### config.mk
export PLATFORM = sky130hd
export DESIGN_NAME = p0008_stream_flat
export DESIGN_NICKNAME = d
export VERILOG_FILES = /design/src/rtl/p0008_stream_if.sv /design/src/rtl/p0008_stream.sv /design/src/flat_wrapper.sv
export SDC_FILE = /design/constraint.sdc
export NUM_CORES = 1
export LEC_CHECK = 0
export CAP_MARGIN = 20
export CORE_MARGIN = 2
export CORE_UTILIZATION = 50
export DETAILED_ROUTE_END_ITERATION = 7
export PLACE_DENSITY = 0.68
export SKIP_CTS_REPAIR_TIMING = 1
export SYNTH_ARGS = -nofsm -noshare
export SYNTH_HDL_FRONTEND = slang
export SYNTH_SLANG_ARGS = --single-unit
export TNS_END_PERCENT = 30
### constraint.sdc
create_clock -name clk -period 22.2 [get_ports clk]
set_input_delay 5.55 -clock clk [delete_from_list [all_inputs] [get_ports clk]]
set_output_delay 5.55 -clock clk [all_outputs]
set_load 0.02 [all_outputs]
### src/rtl/p0008_stream_if.sv
// rtl/p0008_stream_if.sv - digit stream handshake bundle for p0008_stream
// Purpose: groups the digit source -> engine valid/ready stream.
// Signals:
//   digit_valid  source -> engine  digit/digit_last are valid
//   digit        source -> engine  decimal digit 0..9 (values above 9 are flagged)
//   digit_last   source -> engine  final digit of the series
//   digit_ready  engine -> source  engine accepts a digit this cycle
interface p0008_stream_if;
   logic       digit_valid;
   logic [3:0] digit;
   logic       digit_last;
   logic       digit_ready;

   modport master (
      output digit_valid,
      output digit,
      output digit_last,
      input  digit_ready
   );

   modport slave (
      input  digit_valid,
      input  digit,
      input  digit_last,
      output digit_ready
   );
endinterface

### src/rtl/p0008_stream.sv
// rtl/p0008_stream.sv - streaming largest product of WINDOW adjacent digits
// Purpose: accepts a decimal digit series, tracks the maximum product of any
//   WINDOW adjacent digits and the 0-based start index of that window.
// Ports:
//   clk, rst     clock (rising edge), asynchronous active-high reset
//   start        pulse; begins a new series from IDLE or DONE
//   ds           digit stream (slave side of p0008_stream_if)
//   busy         high while accepting digits or multiplying
//   result       largest WINDOW-digit product seen so far
//   best_index   start index of the window that produced result
//   done         series finished; held until start or rst
//   error        non-digit, short series or index overflow; valid with done
module p0008_stream #(
   parameter int WINDOW   = 13,
   parameter int RESULT_W = 46,
   parameter int IDX_W    = 16
) (
   input  logic                clk,
   input  logic                rst,
   input  logic                start,
   p0008_stream_if.slave       ds,
   output logic                busy,
   output logic [RESULT_W-1:0] result,
   output logic [IDX_W-1:0]    best_index,
   output logic                done,
   output logic                error
);

   typedef enum logic [1:0] {
      S_IDLE,
      S_ACCEPT,
      S_MUL,
      S_DONE
   } state_t;

   localparam int FW = $clog2(WINDOW + 1);
   localparam int JW = (WINDOW > 1) ? $clog2(WINDOW) : 1;
   localparam logic [FW-1:0]    FILL_MAX = FW'(WINDOW);
   localparam logic [JW-1:0]    J_LAST   = JW'(WINDOW - 1);
   localparam logic [IDX_W-1:0] IDX_MAX  = '1;

   state_t              state, state_nx;
   logic [3:0]          win [WINDOW];   // newest digit in slot 0
   logic [FW-1:0]       fill;
   logic [FW-1:0]       fill_nx;
   logic [IDX_W-1:0]    idx;            // number of digits accepted so far
   logic [JW-1:0]       j;
   logic [RESULT_W-1:0] acc;
   logic [RESULT_W-1:0] prod;
   logic                last_q;         // the digit that started this MUL closed the series
   logic                ready_c;
   logic                hs;
   logic                bad_digit;
   logic                idx_ovf;
   logic                win_full_nx;
   logic                mul_last;

   assign hs          = ds.digit_valid && (state == S_ACCEPT);
   assign bad_digit   = ds.digit > 4'd9;
   assign idx_ovf     = (idx == IDX_MAX);
   assign fill_nx     = (fill == FILL_MAX) ? fill : fill + 1'b1;
   assign win_full_nx = (fill_nx == FILL_MAX);
   assign mul_last    = (j == J_LAST);
   // one window slot per MUL cycle; the order of factors does not matter
   assign prod        = acc * RESULT_W'(win[j]);
   assign ds.digit_ready = ready_c;

   always_ff @(posedge clk or posedge rst) begin
      if (rst) begin
         state <= S_IDLE;
      end else begin
         state <= state_nx;
      end
   end

   always_comb begin
      state_nx = state;
      ready_c  = 1'b0;
      busy     = 1'b0;
      unique case (state)
         S_IDLE, S_DONE: begin
            if (start) begin
               state_nx = S_ACCEPT;
            end
         end
         S_ACCEPT: begin
            ready_c = 1'b1;
            busy    = 1'b1;
            if (hs) begin
               if (bad_digit || idx_ovf) begin
                  state_nx = S_DONE;
               end else if (win_full_nx) begin
                  state_nx = S_MUL;
               end else if (ds.digit_last) begin
                  state_nx = S_DONE;
               end
            end
         end
         S_MUL: begin
            busy = 1'b1;
            if (mul_last) begin
               state_nx = last_q ? S_DONE : S_ACCEPT;
            end
         end
         default: state_nx = S_IDLE;
      endcase
   end

   always_ff @(posedge clk or posedge rst) begin
      if (rst) begin
         for (int i = 0; i < WINDOW; i++) begin
            win[i] <= '0;
         end
         fill       <= '0;
         idx        <= '0;
         j          <= '0;
         acc        <= '0;
         last_q     <= 1'b0;
         result     <= '0;
         best_index <= '0;
         done       <= 1'b0;
         error      <= 1'b0;
      end else begin
         unique case (state)
            S_IDLE, S_DONE: begin
               if (start) begin
                  for (int i = 0; i < WINDOW; i++) begin
                     win[i] <= '0;
                  end
                  fill       <= '0;
                  idx        <= '0;
                  j          <= '0;
                  acc        <= '0;
                  last_q     <= 1'b0;
                  result     <= '0;
                  best_index <= '0;
                  done       <= 1'b0;
                  error      <= 1'b0;
               end
            end
            S_ACCEPT: begin
               if (hs) begin
                  if (bad_digit || idx_ovf) begin
                     // offending digit is dropped; result keeps its last value
                     error <= 1'b1;
                     done  <= 1'b1;
                  end else begin
                     win[0] <= ds.digit;
                     for (int i = 1; i < WINDOW; i++) begin
                        win[i] <= win[i-1];
                     end
                     idx  <= idx + 1'b1;
                     fill <= fill_nx;
                     if (win_full_nx) begin
                        acc    <= RESULT_W'(1);
                        j      <= '0;
                        last_q <= ds.digit_last;
                     end else if (ds.digit_last) begin
                        error <= 1'b1;
                        done  <= 1'b1;
                     end
                  end
               end
            end
            S_MUL: begin
               acc <= prod;
               if (!mul_last) begin
                  j <= j + 1'b1;
               end else begin
                  // strict compare: ties keep the earliest window
                  if (prod > result) begin
                     result     <= prod;
                     best_index <= idx - IDX_W'(WINDOW);
                  end
                  if (last_q) begin
                     done  <= 1'b1;
                     error <= 1'b0;
                  end
               end
            end
            default: begin
            end
         endcase
      end
   end

endmodule

### src/flat_wrapper.sv
// flat-port wrapper written by rule: the top's interface ports become plain ports
module p0008_stream_flat 
#(
   parameter int WINDOW   = 13,
   parameter int RESULT_W = 46,
   parameter int IDX_W    = 16
)
  (clk, rst, start, busy, result, best_index, done, error, ds_digit_valid, ds_digit, ds_digit_last, ds_digit_ready);
  p0008_stream_if ds_i ();
  input  logic clk;
  input  logic rst;
  input  logic start;
  output logic busy;
  output logic [RESULT_W-1:0] result;
  output logic [IDX_W-1:0] best_index;
  output logic done;
  output logic error;
  input wire logic [$bits(ds_i.digit_valid)-1:0] ds_digit_valid;
  input wire logic [$bits(ds_i.digit)-1:0] ds_digit;
  input wire logic [$bits(ds_i.digit_last)-1:0] ds_digit_last;
  output wire logic [$bits(ds_i.digit_ready)-1:0] ds_digit_ready;
  assign ds_i.digit_valid = ds_digit_valid;
  assign ds_i.digit = ds_digit;
  assign ds_i.digit_last = ds_digit_last;
  assign ds_digit_ready = ds_i.digit_ready;
  p0008_stream #(.WINDOW(WINDOW), .RESULT_W(RESULT_W), .IDX_W(IDX_W)) u_core (.clk(clk), .rst(rst), .start(start), .ds(ds_i), .busy(busy), .result(result), .best_index(best_index), .done(done), .error(error));
endmodule
==> metrics.md <==
| Metric | Value |
|---|---|
| Share of cells above drive strength 1 | 0.0481 |
| Final Util | 0.561 |
| Top FF cell, synth | dfrtp_1 |
| Reg clk slew, reported paths | 0.08 ns |
| CTS Root Cell | clkbuf_16 |
| Crit path launch type | flop |
| Mean post-synth cell area | 8.57 um^2 |
| Slowest-stage cell, CP | dfrtp_1 |
| Initial antenna violation count | 0 |
| Routed WL per cell | 17.8 um |
| Largest net degree at the start of global routing | 110 |
| Maximum Capacitance Violations | 0 |
| Status | finished, final reports clean |
| RSZ-0062 raised after global routing | no |
| CP endpoint | u_core.best_index[9] |
| IO Pins | 75 |
| Max VDD drop | 122 uV |
| Max Clock Freq | 107 MHz |
| First drt pass iteration count | 7 |
| Worst slew pin tran | 1.10 ns |
| Initial Utilization | 0.508 |
| Slew Limit Headroom | 0.265 |
| Register area share after synthesis | 0.304 |
| Crit end category | flop |
| Final hold violation count | 0 |
| GRT busiest layer | met2 |
| Async SR Flop Fraction | 1.00 |
| CP max FO | 45 |
| CTS tree | built |
| Final WL | 40,000 um |
| Min Tclk post-route | 9.31 ns |
| Vias | 12,800 |
| H-Tree Depth | 4 |
| Synth warn | 0 |
| Die area | 32,600 um^2 |
| Ant. Diodes | 0 |
| Reg2Reg Capture Point | u_core.best_index[9] |
| Slew Viols, Final | 0 |
| Pre-CTS setup slack | 12.78 ns |
| Num CTS Buffers | 17 |
| Post-Route Setup TNS | 0 ns |
| Final nets | 2,030 |
| R2r setup slk | 12.89 ns |
| GRT Util Overall | 0.254 |
| Global route total overflow | 0 |
| P&R area growth vs syn | 10.5% |
| Floorplan core area | 30,700 um^2 |
| CP most frequent cell | fa_1 |
| Die width | 181 um |
| Clk_skew | 0.0267 ns |
| WP data required | 22.54 ns |
| Met3 GRT Util | 0.0416 |
| GRT met1 Usage | 0.355 |
| First-pass GRT wire length | 67,200 um |
| Clock Path Buffers | 2 |
| Avg Vias per Cell | 5.71 |
| Post-synth cell types | 77 |
| Largest stage delay, worst path | 0.70 ns |
| Lkg Pwr | 8.01 nW |
| Reg2reg path depth | 28 |
| Global Route met2 Usage | 0.407 |
| DR iter-0 viols | 887 |
| Post-synth EDFFs | 0 |
| Syn_nets | 2,013 |
| DP HPWL | 29,200 um |
| CP startpoint | u_core.j[0] |
| Worst skew pair latency | 0.47 ns |
| Worst r2r src | u_core.j[0] |
| Post-synth top area cell | dfrtp_1 |
| Final Cycle Share | 0.419 |
| Setup slack after layout | 12.89 ns |
| Filler cells | 2,803 |
| Vert. Die Dim | 181 um |
| Post-Synthesis Cells | 1,819 |
| Antenna viol nets, final | 0 |
| Final Setup Violations | 0 |
| PD cells | 65.7 nW/um^2 |
| Port bufs | 74 |
| Crit path arrival time | 9.65 ns |
| DRC | 0 |
| Top post-synthesis cells by area | dfrtp_1 30%, fa_1 11%, ha_1 8.0% |
| Hold Path Class | reg2reg |
| Row cnt | 64 |
| Vias in the first global route | 12,800 |
| CTS sink count | 189 |
| Design Power | 1.13 mW |
| WS Path Type | reg2reg |
| Post-synth top area share | 0.304 |
| Post-synthesis cell area | 15,600 um^2 |
| GPL Wtd Cong | 0.918 |
| Worst hold slack | 0.490 ns |
| Number of synthesized register bits | 189 |
-- worst min-delay path by stage --
stage / startpoint / end / slack, ns / depth (start not counted)
floorplan: u_core.win[2] / u_core.win[2] / 0.45 / 2
global placement: u_core.win[3] / u_core.win[3] / 0.46 / 2
detailed placement: u_core.win[3] / u_core.win[3] / 0.47 / 2
CTS: u_core.win[3] / u_core.win[3] / 0.49 / 2
global route: u_core.error / u_core.error / 0.52 / 1
finish: u_core.win[3] / u_core.win[3] / 0.49 / 2
-- flip-flops by register name (all words and copies together) (netlist names) --
register,cells
u_core.done,1
u_core.fill,4
u_core.j,4
u_core.last_q,1
u_core.acc,46
u_core.state,2
u_core.win,52
u_core.best_index,16
u_core.idx,16
u_core.result,46
u_core.error,1
-- worst max-delay path: cells and delay by family (launching register included) --
family	cells	cell delay (ns)
multiplexers	2	0.89
AO/OA/AOI/OAI	11	2.85
flip-flops	1	0.70
XOR/XNOR	1	0.24
buffers and inverters	4	1.25
adder cells (fa/ha/maj)	4	1.77
AND/OR/NAND/NOR	6	1.46
-- logic make-up after synthesis --
logic type,share of synthesized area
DFF,0.304
adders and majority gates,0.190
buffers and inverters,0.0808
muxes,0.0223
AOI/OAI and AO/OA,0.192
xor gates and xnor gates,0.0344
and+or+nand+nor,0.177
-- synth_stat cells, types with 4 or more instances --
master	count
o21a_1	14
o21ai_0	183
nor4_1	5
and3_1	10
nand3_1	21
a21oi_1	72
nor2_1	59
buf_2	21
o21bai_1	6
inv_1	227
a21boi_0	5
nor3_1	21
a211oi_1	10
xor2_1	21
a22o_1	35
nand2_1	277
mux2_2	4
or3_1	8
clkbuf_1	66
nand4_1	21
nor2b_1	43
mux2i_1	10
nand2b_1	17
a32o_1	4
dfrtp_1	189
or2_2	4
a41o_1	4
mux4_2	9
a21o_1	39
o22ai_1	5
fa_1	85
a31oi_1	8
and2_1	84
o31ai_1	26
xnor2_1	35
ha_1	100
o41ai_1	6
-- layout by cell type (no fill, tap or decap), drive strengths merged, types with 10 or more instances in the layout --
cell / synthesis / final
nand2: 277 / 277
inv: 229 / 233
dfrtp: 189 / 189
o21ai: 187 / 187
ha: 100 / 100
fa: 85 / 85
and2: 85 / 85
clkdlybuf4s50: 0 / 74
a21oi: 73 / 73
nor2: 60 / 60
nor2b: 43 / 43
a21o: 39 / 39
a22o: 35 / 35
xnor2: 35 / 35
o31ai: 27 / 27
nand4: 21 / 21
nand3: 21 / 21
xor2: 21 / 21
nor3: 21 / 21
nand2b: 17 / 17
clkbuf: 66 / 17
buf: 25 / 15
o21a: 14 / 14
a211oi: 11 / 11
and3: 10 / 10
mux2i: 10 / 10
-- final cells by class --
| type | count | area (um^2) | area share |
|---|---|---|---|
| flip-flops and latches | 189 | 4730 | 0.275 |
| clock buffers | 17 | 425 | 0.0247 |
| well taps | 396 | 495 | 0.0288 |
| clock inverters | 15 | 183 | 0.0106 |
| multi-input cells | 1310 | 9640 | 0.560 |
| repair buffers | 89 | 873 | 0.0507 |
| inverters | 229 | 867 | 0.0504 |
-- per-stage QoR --
step / area (um^2) / cells
after detailed placement: 16600 / 2212
after global placement: 16600 / 2212
after global routing: 17200 / 2245
after floorplan: 15600 / 1819
final: 17200 / 2245
after CTS: 17200 / 2244
-- layer usage --
metal	part of all wire	up-vias
met2	0.46	365
li1	-	6157
met4	0.023	0
met5	0	-
met3	0.058	63
met1	0.45	6245
-- report_power, final --
group	internal (mW)	switching [mW]	leakage, nW
Combinational	0.0993	0.323	5.10
Clock	0.152	0.161	0.287
Sequential	0.371	0.0243	2.62
No activity file was read; power rests on OpenSTA's default activity.
